$ cat src/rtl/mularb_pkg.sv
// Shared types and helpers for the multiplier arbiter slice.
package mularb_pkg;

    typedef enum logic [1:0] {
        IDLE = 2'd0,
        WAIT = 2'd1,
        DONE = 2'd2
    } state_t;

    localparam int unsigned DEFAULT_TIMEOUT = 255;

    // Width of an index into an n-entry vector (never below one bit).
    function automatic int unsigned idx_width(input int unsigned n);
        return (n > 1) ? $clog2(n) : 1;
    endfunction

endpackage

$ cat src/rtl/mulfsm_arbiter_rr_pick.sv
// Rotating priority encoder: first set request strictly after the last winner.
module rr_pick
    import mularb_pkg::*;
#(
    parameter int unsigned NREQ = 4
) (
    input  logic [NREQ-1:0]              i_req,
    input  logic [idx_width(NREQ)-1:0]   i_last,
    output logic [idx_width(NREQ)-1:0]   o_winner,
    output logic                         o_any
);

    localparam int unsigned IW = idx_width(NREQ);

    logic [IW-1:0] w_idx;

    // Scan (last+1 .. last+NREQ) mod NREQ and keep the first hit.
    always_comb begin
        o_winner = '0;
        o_any    = 1'b0;
        w_idx    = '0;
        for (int unsigned k = 1; k <= NREQ; k++) begin
            w_idx = IW'((32'(i_last) + k) % NREQ);
            if (!o_any && i_req[w_idx]) begin
                o_winner = w_idx;
                o_any    = 1'b1;
            end
        end
    end

endmodule

$ cat src/rtl/mulfsm_arbiter.sv
// Round-robin arbiter sharing one req/ack multiplier between NREQ requesters,
// with a watchdog that aborts an operation the multiplier never acknowledges.
module mulfsm_arbiter
    import mularb_pkg::*;
#(
    parameter int unsigned NREQ    = 4,
    parameter int unsigned WIDTH   = 32,
    parameter int unsigned TIMEOUT = DEFAULT_TIMEOUT
) (
    input  logic                        clk,
    input  logic                        rst,
    input  logic [NREQ-1:0]             req,
    input  logic [NREQ*WIDTH-1:0]       p0,
    input  logic [NREQ*WIDTH-1:0]       p1,
    output logic [NREQ-1:0]             ack,
    output logic [NREQ-1:0]             err,
    output logic [WIDTH-1:0]            out,
    output logic                        busy,
    output logic [idx_width(NREQ)-1:0]  gnt_idx,
    output logic                        mul_req,
    output logic [WIDTH-1:0]            mul_p0,
    output logic [WIDTH-1:0]            mul_p1,
    input  logic                        mul_ack,
    input  logic [WIDTH-1:0]            mul_out
);

    localparam int unsigned IW  = idx_width(NREQ);
    localparam int unsigned WDW = $clog2(TIMEOUT + 1);

    state_t            r_state, w_state_nxt;
    logic [IW-1:0]     r_last,  w_last_nxt;
    logic [WDW-1:0]    r_wdog,  w_wdog_nxt;
    logic [NREQ-1:0]   r_ack,   w_ack_nxt;
    logic [NREQ-1:0]   r_err,   w_err_nxt;
    logic [WIDTH-1:0]  r_out,   w_out_nxt;
    logic              r_busy,  w_busy_nxt;
    logic [IW-1:0]     r_gnt,   w_gnt_nxt;
    logic              r_mreq,  w_mreq_nxt;
    logic [WIDTH-1:0]  r_p0,    w_p0_nxt;
    logic [WIDTH-1:0]  r_p1,    w_p1_nxt;

    logic [IW-1:0]     w_win;
    logic              w_any;

    rr_pick #(
        .NREQ (NREQ)
    ) u_pick (
        .i_req    (req),
        .i_last   (r_last),
        .o_winner (w_win),
        .o_any    (w_any)
    );

    assign ack     = r_ack;
    assign err     = r_err;
    assign out     = r_out;
    assign busy    = r_busy;
    assign gnt_idx = r_gnt;
    assign mul_req = r_mreq;
    assign mul_p0  = r_p0;
    assign mul_p1  = r_p1;

    // Next-state and next-output logic; ack/err are set on the completing
    // edge so their single-cycle pulse coincides with the DONE state.
    always_comb begin
        w_state_nxt = r_state;
        w_last_nxt  = r_last;
        w_wdog_nxt  = r_wdog;
        w_ack_nxt   = '0;
        w_err_nxt   = '0;
        w_out_nxt   = r_out;
        w_busy_nxt  = r_busy;
        w_gnt_nxt   = r_gnt;
        w_mreq_nxt  = r_mreq;
        w_p0_nxt    = r_p0;
        w_p1_nxt    = r_p1;
        case (r_state)
            IDLE: begin
                if (w_any) begin
                    w_p0_nxt    = p0[w_win*WIDTH +: WIDTH];
                    w_p1_nxt    = p1[w_win*WIDTH +: WIDTH];
                    w_gnt_nxt   = w_win;
                    w_last_nxt  = w_win;
                    w_mreq_nxt  = 1'b1;
                    w_busy_nxt  = 1'b1;
                    w_wdog_nxt  = '0;
                    w_state_nxt = WAIT;
                end
            end
            WAIT: begin
                w_wdog_nxt = r_wdog + 1'b1;
                if (mul_ack) begin
                    w_out_nxt        = mul_out;
                    w_mreq_nxt       = 1'b0;
                    w_ack_nxt[r_gnt] = 1'b1;
                    w_state_nxt      = DONE;
                end else if (r_wdog == WDW'(TIMEOUT - 1)) begin
                    w_mreq_nxt       = 1'b0;
                    w_err_nxt[r_gnt] = 1'b1;
                    w_state_nxt      = DONE;
                end
            end
            DONE: begin
                w_busy_nxt  = 1'b0;
                w_state_nxt = IDLE;
            end
            default: begin
                w_state_nxt = IDLE;
            end
        endcase
    end

    // State and output registers with synchronous active-low reset.
    always_ff @(posedge clk) begin
        if (!rst) begin
            r_state <= IDLE;
            r_last  <= IW'(NREQ - 1);
            r_wdog  <= '0;
            r_ack   <= '0;
            r_err   <= '0;
            r_out   <= '0;
            r_busy  <= 1'b0;
            r_gnt   <= '0;
            r_mreq  <= 1'b0;
            r_p0    <= '0;
            r_p1    <= '0;
        end else begin
            r_state <= w_state_nxt;
            r_last  <= w_last_nxt;
            r_wdog  <= w_wdog_nxt;
            r_ack   <= w_ack_nxt;
            r_err   <= w_err_nxt;
            r_out   <= w_out_nxt;
            r_busy  <= w_busy_nxt;
            r_gnt   <= w_gnt_nxt;
            r_mreq  <= w_mreq_nxt;
            r_p0    <= w_p0_nxt;
            r_p1    <= w_p1_nxt;
        end
    end

endmodule

$ cat config.mk
export PLATFORM = sky130hd
export DESIGN_NAME = mulfsm_arbiter
export DESIGN_NICKNAME = d
export VERILOG_FILES = /design/src/rtl/mularb_pkg.sv /design/src/rtl/mulfsm_arbiter_rr_pick.sv /design/src/rtl/mulfsm_arbiter.sv
export SDC_FILE = /design/constraint.sdc
export NUM_CORES = 1
export LEC_CHECK = 0
export ABC_AREA = 1
export CAP_MARGIN = 20
export CORE_MARGIN = 3
export CORE_UTILIZATION = 30
export CTS_CLUSTER_SIZE = 12
export DETAILED_ROUTE_END_ITERATION = 12
export MAX_ROUTING_LAYER = met4
export PLACE_DENSITY = 0.71
export SLEW_MARGIN = 30
export SYNTH_ARGS = -nofsm -noshare
export SYNTH_HDL_FRONTEND = slang
export SYNTH_SLANG_ARGS = --single-unit
$ cat constraint.sdc
create_clock -name clk -period 1.8 [get_ports clk]
set_clock_uncertainty 0.05 [all_clocks]
set_input_delay 0.18 -clock clk [delete_from_list [all_inputs] [get_ports clk]]
set_output_delay 0.18 -clock clk [all_outputs]
set_load 0.005 [all_outputs]
==> results of run 1 <==
==> Yosys cell counts, types with 4 or more instances <==
| cell | count | share of area [%] |
|---|---|---|
| nor2_1 | 265 | 14 |
| inv_2 | 4 | 0.21 |
| nor3_1 | 10 | 0.69 |
| clkbuf_1 | 23 | 1.2 |
| nand3_1 | 196 | 14 |
| a21oi_1 | 12 | 0.83 |
| nand2_1 | 344 | 18 |
| inv_1 | 176 | 9.1 |
| o21ai_0 | 39 | 2.7 |
| buf_1 | 7 | 0.36 |
| buf_4 | 18 | 1.9 |
| buf_2 | 24 | 1.7 |
| dfxtp_1 | 120 | 33 |
==> power by group through the flow <==
stage	logic (uW)	registers, uW	clock network (uW)
after floorplan	9130	4010	0
after global placement	14500	3980	0
after detailed placement	14600	4010	0
after CTS	15400	3960	3900
after global routing	21300	4080	4010
final	19500	3990	3820
==> worst max-delay path, stage by stage, from the launching register on <==
cell	delay [ns]
dfxtp_4	0.36
buf_12	0.14
inv_8	0.09
nand2_2	0.07
nand2_1	0.08
nand2_1	0.07
nand2_2	0.10
nand2_4	0.07
nand2_4	0.07
nand2_4	0.06
nand3_4	0.11
buf_12	0.14
buf_6	0.13
buf_8	0.15
nand2_1	0.07
nand3_2	0.07
nand3_1	0.07
nand2_1	0.06
inv_1	0.03
==> registers in the layout, summed over array words and instances, names as in the netlist, 2 cells and up <==
signal,cells
ack,4
err,4
gnt_idx,2
mul_p0,32
mul_p1,32
out,32
r_last,2
r_state,2
r_wdog,8
==> cells by family after synthesis <==
| kind of cell | after synthesis | synth area share (%) |
|---|---|---|
| adder cells (fa/ha/maj) | 2 | 0.3453 |
| buffers and inverters | 256 | 14.85 |
| AO/OA/AOI/OAI | 57 | 4.248 |
| AND/OR/NAND/NOR | 829 | 47.40 |
| flip-flops | 120 | 33.15 |
==> cell type report <==
class / count / area share [%]
flip-flops and latches: 120 / 17.91
well taps: 319 / 2.969
inverters: 182 / 5.323
multi-input cells: 888 / 30.30
clock inverters: 14 / 1.564
repair buffers: 478 / 38.67
clock buffers: 18 / 3.267
==> metal layers <==
| layer | track usage, % | up-vias |
|---|---|---|
| met5 | - | - |
| met4 | 7.000 | 0 |
| met3 | 5.745 | 51 |
| met2 | 36.38 | 409 |
| met1 | 25.99 | 4286 |
| li1 | - | 4706 |
==> worst max-delay path by stage <==
stage              start          to  slack (ns)  cells past startpoint
4_1_cts        r_last[0]  mul_p0[12]       -0.23                     16
2_1_floorplan  r_last[0]   mul_p0[8]      -0.004                     16
3_5_place_dp      req[3]  mul_p1[16]       -0.44                     16
5_1_grt        r_last[0]   mul_p0[3]       -0.42                     18
6_report       r_last[0]  mul_p1[29]       -0.31                     18
3_3_place_gp      req[1]   mul_p0[5]       -0.39                     12
==> through the flow <==
step	hold slack (ns)	instances	power [uW]
finish	0.2984	2019	27320
global route	0.3029	2019	29350
CTS	0.2764	1991	23290
detailed placement	0.4142	1955	18620
global placement	0.4011	1955	18440
floorplan	0.2649	1264	13140
==> repair_timing <==
item                                    in CTS  in global routing
gates resized for setup                     27                 76
pin swaps                                    2                 13
endpoints found under the setup margin      75                 79
gates cloned                                 2                 20
buffers inserted                             2                  8
==> metrics.md, run 1 <==
| Metric | Value |
|---|---|
| Status | `finished with violations` |
| Failing checks | `setup timing` |
| MaxCap Viol Count | `0` |
| Routed wire length | `32120 um` |
| Normalized max-slew margin | `72.46%` |
| WL per Instance | `15.91 um` |
| Reg power frac | `14.6%` |
| GPL Wtd Cong | `0.8979` |
| Worst R2R End | `mul_p1[29]` |
| Via-to-Cell Ratio | `4.682` |
| Uppermost layer routed | `met4` |
| Initial antenna violation count | `0` |
| Final min period | `2.110 ns` |
| Hold_sp | `mul_out[16]` |
| Post-synth ARST share | `0%` |
| Antenna Violating Nets Remaining | `0` |
| Rows | `56` |
| Post-Synthesis Cells | `1264` |
| Hold Path Class | `in -> reg` |
| Worst endpoint required time | `2.07 ns` |
| Number of clock buffers inserted by TritonCTS | `17` |
| DR pass1 iterations | `5` |
| Layout Utilization | `56.94%` |
| Nets | `1984` |
| F_max | `474.0 MHz` |
| Share of cells above drive strength 1 | `11.06%` |
| Peak supply drop | `1.128 mV` |
| Sequential share of the synthesized area | `33.15%` |
| GR Util All Layers | `21.92%` |
| CTS H-tree depth | `4` |
| Syn nets | `1561` |
| Post-DP HPWL | `20730 um` |
| Hold Crit Depth | `3` |
| Root Buffer | `clkbuf_16` |
| Tightest Pin Transition | `0.4132 ns` |
| Die ar. | `26050 um^2` |
| Number of synthesized flops with an enable pin | `0` |
| Synth Cell Area | `7246 um^2` |
| Wire length on met1 | `12690 um` |
| Final setup vio count | `78` |
| Area of the multi-input gates | `4074 um^2` |
| Yosys cell types | `31` |
| Avg Cell Area, Syn | `5.732 um^2` |
| PortBufs | `402` |
| YS warnings | `0` |
| WHS Endpoint | `out[16]` |
| WL met3 | `2549 um` |
| Initial Utilization | `30.69%` |
| Flop-to-flop setup slack | `-0.31 ns` |
| Area Growth Syn to Fin | `85.55%` |
| Number of global-route vias before repair | `8626` |
| Final period utilization | `117.2%` |
| FF+latch area | `2407 um^2` |
| Placed Area | `11830 um^2` |
| Max Transition Viols Final | `0` |
| Hold buffer count at cts | `0` |
| Die W | `161.4 um` |
| Core area | `23610 um^2` |
| Overflow after GRT | `0` |
| Clock buffer depth | `2` |
| CP endpoint kind | `register` |
| Commonest non-fill, non-tap cell in the layout | `clkdlybuf4s50_1` |
| Lkg Pwr | `0.006501 uW` |
| Sw Share | `45.13%` |
| Top FF cell, synth | `dfxtp_1` |
| Internal power | `14990 uW` |
| Seq cells post-synth | `120` |
| Largest net degree at the start of global routing | `63` |
| Crit path DAT | `2.38 ns` |
| Worst Reg2Reg Path Length in Cells | `18` |
| Fin worst setup slack | `-0.3098 ns` |
| WL met2 | `16080 um` |
| Setup TNS | `-18.73 ns` |
| Worst reg2reg startpoint | `r_last[0]` |
| RSZ-0062 raised after global routing | `true` |
| Clock Power Share | `14.0%` |
| WS Path Type | `reg -> reg` |
| Power per Cell Area | `2032 nW/um^2` |
| Clk slew on worst S/H paths | `0.07 ns` |
| Combinational group share of total power | `71.4%` |
| Detailed Route Iter0 Violations | `557` |
| Fillers | `2204` |
| Finished Cell Area | `13440 um^2` |
| Maximum fanout along the worst path | `12` |
| CP startpoint kind | `register` |
| Dpl ws | `-0.4369 ns` |
| Net Sw Power | `12330 uW` |
| Commonest non-fill, non-tap cells in the layout | `clkdlybuf4s50_1, nand2_1, nor2_1` |
| Via count | `9452` |
| Antenna Cells | `0` |
| Die height | `161.4 um` |
| I/O Pins | `403` |
| Final hold vios | `0` |
| Sink Count | `120` |
| First-pass GRT wire length | `44730 um` |
| CTS tree | `done` |
| DRC viols | `0` |
| Worst skew pair latency | `0.42 ns` |
(Power assumes the default switching activity.)
==> run 2, diff against run 1 <==
--- a/config.mk
+++ b/config.mk
@@ -9,10 +9,12 @@
 export CAP_MARGIN = 20
 export CORE_MARGIN = 3
 export CORE_UTILIZATION = 30
+export CTS_BUF_LIST = sky130_fd_sc_hd__clkbuf_2 sky130_fd_sc_hd__clkbuf_4 sky130_fd_sc_hd__clkbuf_8
 export CTS_CLUSTER_SIZE = 12
 export DETAILED_ROUTE_END_ITERATION = 12
+export GPL_TIMING_DRIVEN = 0
 export MAX_ROUTING_LAYER = met4
-export PLACE_DENSITY = 0.71
+export PLACE_DENSITY = 0.68
 export SLEW_MARGIN = 30
 export SYNTH_ARGS = -nofsm -noshare
 export SYNTH_HDL_FRONTEND = slang
==> constraint.sdc (replaced) <==
create_clock -name clk -period 2.71 [get_ports clk]
set_clock_uncertainty 0.05 [all_clocks]
set_input_delay 0.271 -clock clk [delete_from_list [all_inputs] [get_ports clk]]
set_output_delay 0.271 -clock clk [all_outputs]
set_load 0.005 [all_outputs]
==> metrics.md, run 2 (synthesis results as in run 1) <==
| Metric | Value |
|---|---|
| Final min period | `2.356 ns (was 2.110 ns)` |
| Worst endpoint required time | `3.03 ns (was 2.07 ns)` |
| Final setup vio count | `0 (was 78)` |
| Share of cells above drive strength 1 | `5.536% (was 11.06%)` |
| Root Buffer | `clkbuf_8 (was clkbuf_16)` |
| Core area | `23610 um^2 (unchanged)` |
| Area Growth Syn to Fin | `66.60% (was 85.55%)` |
| WL per Instance | `15.57 um (was 15.91 um)` |
| Sink Count | `120 (unchanged)` |
| WS Path Type | `reg -> reg (unchanged)` |
| Die ar. | `26050 um^2 (unchanged)` |
| Die height | `161.4 um (unchanged)` |
| Hold_sp | `mul_out[15] (was mul_out[16])` |
| Number of clock buffers inserted by TritonCTS | `17 (unchanged)` |
| Antenna Violating Nets Remaining | `0 (unchanged)` |
| Final hold vios | `0 (unchanged)` |
| Area of the multi-input gates | `3767 um^2 (was 4074 um^2)` |
| Overflow after GRT | `0 (unchanged)` |
| FF+latch area | `2402 um^2 (was 2407 um^2)` |
| Hold Path Class | `in -> reg (unchanged)` |
| Lkg Pwr | `0.005897 uW (was 0.006501 uW)` |
| Clk slew on worst S/H paths | `0.08 ns (was 0.07 ns)` |
| CTS tree | `done (unchanged)` |
| Nets | `1982 (was 1984)` |
| MaxCap Viol Count | `0 (unchanged)` |
| PortBufs | `402 (unchanged)` |
| Detailed Route Iter0 Violations | `605 (was 557)` |
| Worst Setup SP | `r_last[0] (unchanged)` |
| Flop-to-flop setup slack | `0.35 ns (was -0.31 ns)` |
| Crit path DAT | `2.67 ns (was 2.38 ns)` |
| Peak supply drop | `0.5223 mV (was 1.128 mV)` |
| Setup TNS | `0 ns (was -18.73 ns)` |
| RSZ-0062 raised after global routing | `false (was true)` |
| Critical Path Sink | `mul_p1[13] (was mul_p1[29])` |
| Initial antenna violation count | `1 (was 0)` |
| Status | `finished clean (was finished with violations)` |
| Normalized max-slew margin | `56.75% (was 72.46%)` |
| CP startpoint kind | `register (unchanged)` |
| CP endpoint kind | `register (unchanged)` |
| Commonest non-fill, non-tap cell in the layout | `clkdlybuf4s50_1 (unchanged)` |
| Fillers | `2472 (was 2204)` |
| Die W | `161.4 um (unchanged)` |
| F_max | `424.4 MHz (was 474.0 MHz)` |
| DRC viols | `0 (unchanged)` |
| Fin worst setup slack | `0.3537 ns (was -0.3098 ns)` |
| Worst reg2reg startpoint | `r_last[0] (unchanged)` |
| Commonest non-fill, non-tap cells in the layout | `clkdlybuf4s50_1, nand2_1, nor2_1 (unchanged)` |
| Clock buffer depth | `2 (unchanged)` |
| Power per Cell Area | `1147 nW/um^2 (was 2032 nW/um^2)` |
| GPL Wtd Cong | `0.9366 (was 0.8979)` |
| First-pass GRT wire length | `47940 um (was 44730 um)` |
| Initial Utilization | `30.69% (unchanged)` |
| Number of global-route vias before repair | `8839 (was 8626)` |
| CTS H-tree depth | `4 (unchanged)` |
| Rows | `56 (unchanged)` |
| Dpl ws | `0.0003260 ns (was -0.4369 ns)` |
| Routed wire length | `31410 um (was 32120 um)` |
| Worst R2R End | `mul_p1[13] (was mul_p1[29])` |
| Via count | `9229 (was 9452)` |
| Maximum fanout along the worst path | `10 (was 12)` |
| Max Transition Viols Final | `0 (unchanged)` |
| Worst skew pair latency | `0.45 ns (was 0.42 ns)` |
| Largest net degree at the start of global routing | `17 (was 63)` |
| Via-to-Cell Ratio | `4.573 (was 4.682)` |
| I/O Pins | `403 (unchanged)` |
| Final period utilization | `86.95% (was 117.2%)` |
| Post-DP HPWL | `24730 um (was 20730 um)` |
| Tightest Pin Transition | `0.6487 ns (was 0.4132 ns)` |
| DR pass1 iterations | `5 (unchanged)` |
| Worst Reg2Reg Path Length in Cells | `16 (was 18)` |
| GR Util All Layers | `24.03% (was 21.92%)` |
-- run 2: timing repair --
| action | CTS | global route |
|---|---|---|
| setup endpoints to repair | 0 | 7 |
| buffers inserted | 0 | 0 |
| endpoints found under the hold margin | 0 | 0 |
| hold buffers | 0 | 0 |
| resized for setup | 0 | 2 |
-- run 2: final cells by class --
cell class,count,share of cell area [%]
tap,319,3.306
sequential,120,19.90
inverter,182,5.680
timing repair buffer,402,33.33
clock inverter,13,1.182
antenna,1,0.02073
clock buffer,19,2.114
multi-input combinational,888,31.21
buffer,74,3.255
-- run 2: through the flow --
stage | total power [uW] | area (um^2) | hold slack (ns) | util, % | instances
after floorplan | 8596 | 7246 | 0.3559 | - | 1264
after global placement | 12150 | 11670 | 0.4029 | 49.42 | 1985
after detailed placement | 12220 | 11670 | 0.4111 | 49.42 | 1985
after CTS | 13970 | 12070 | 0.2924 | 51.10 | 2017
after global routing | 15190 | 12070 | 0.3123 | 51.12 | 2018
final | 13840 | 12070 | 0.3414 | 51.12 | 2018
-- run 2: critical path: stages (launching register included) --
cell     delay (ns)
dfxtp_1        0.30
buf_4          0.16
inv_4          0.11
nand2_1        0.06
nand2_1        0.11
nand2_1        0.07
nand2_1        0.13
nand2_1        0.11
nand2_1        0.09
nand2_1        0.05
nand2_1        0.26
buf_2          0.31
nand3_1        0.11
nand3_1        0.15
nand3_1        0.10
nand2_1        0.07
inv_1          0.03
-- run 2: layer usage --
layer	vias up	GRT usage [%]	part of all wire, %
li1	4690	-	-
met2	352	39.95	48
met3	42	6.489	8.2
met1	4145	28.76	42
met4	0	6.570	2.2
met5	-	-	0
-- run 2: how the worst min path moves through the flow --
stage | end | slack, ns | depth (start not counted)
after floorplan | out[0] | 0.36 | 2
after global placement | r_wdog[5] | 0.40 | 2
after detailed placement | r_wdog[5] | 0.41 | 2
after CTS | out[3] | 0.29 | 3
after global routing | out[15] | 0.31 | 3
final | out[15] | 0.34 | 3
-- run 2: where the power goes --
group	leakage [uW]	total, uW	internal, uW	switching [uW]
Sequential	0.000991	2620	2320	299
Combinational	0.00472	9530	3720	5820
Clock	0.000189	1690	858	829
Total	0.00590	13800	6900	6940
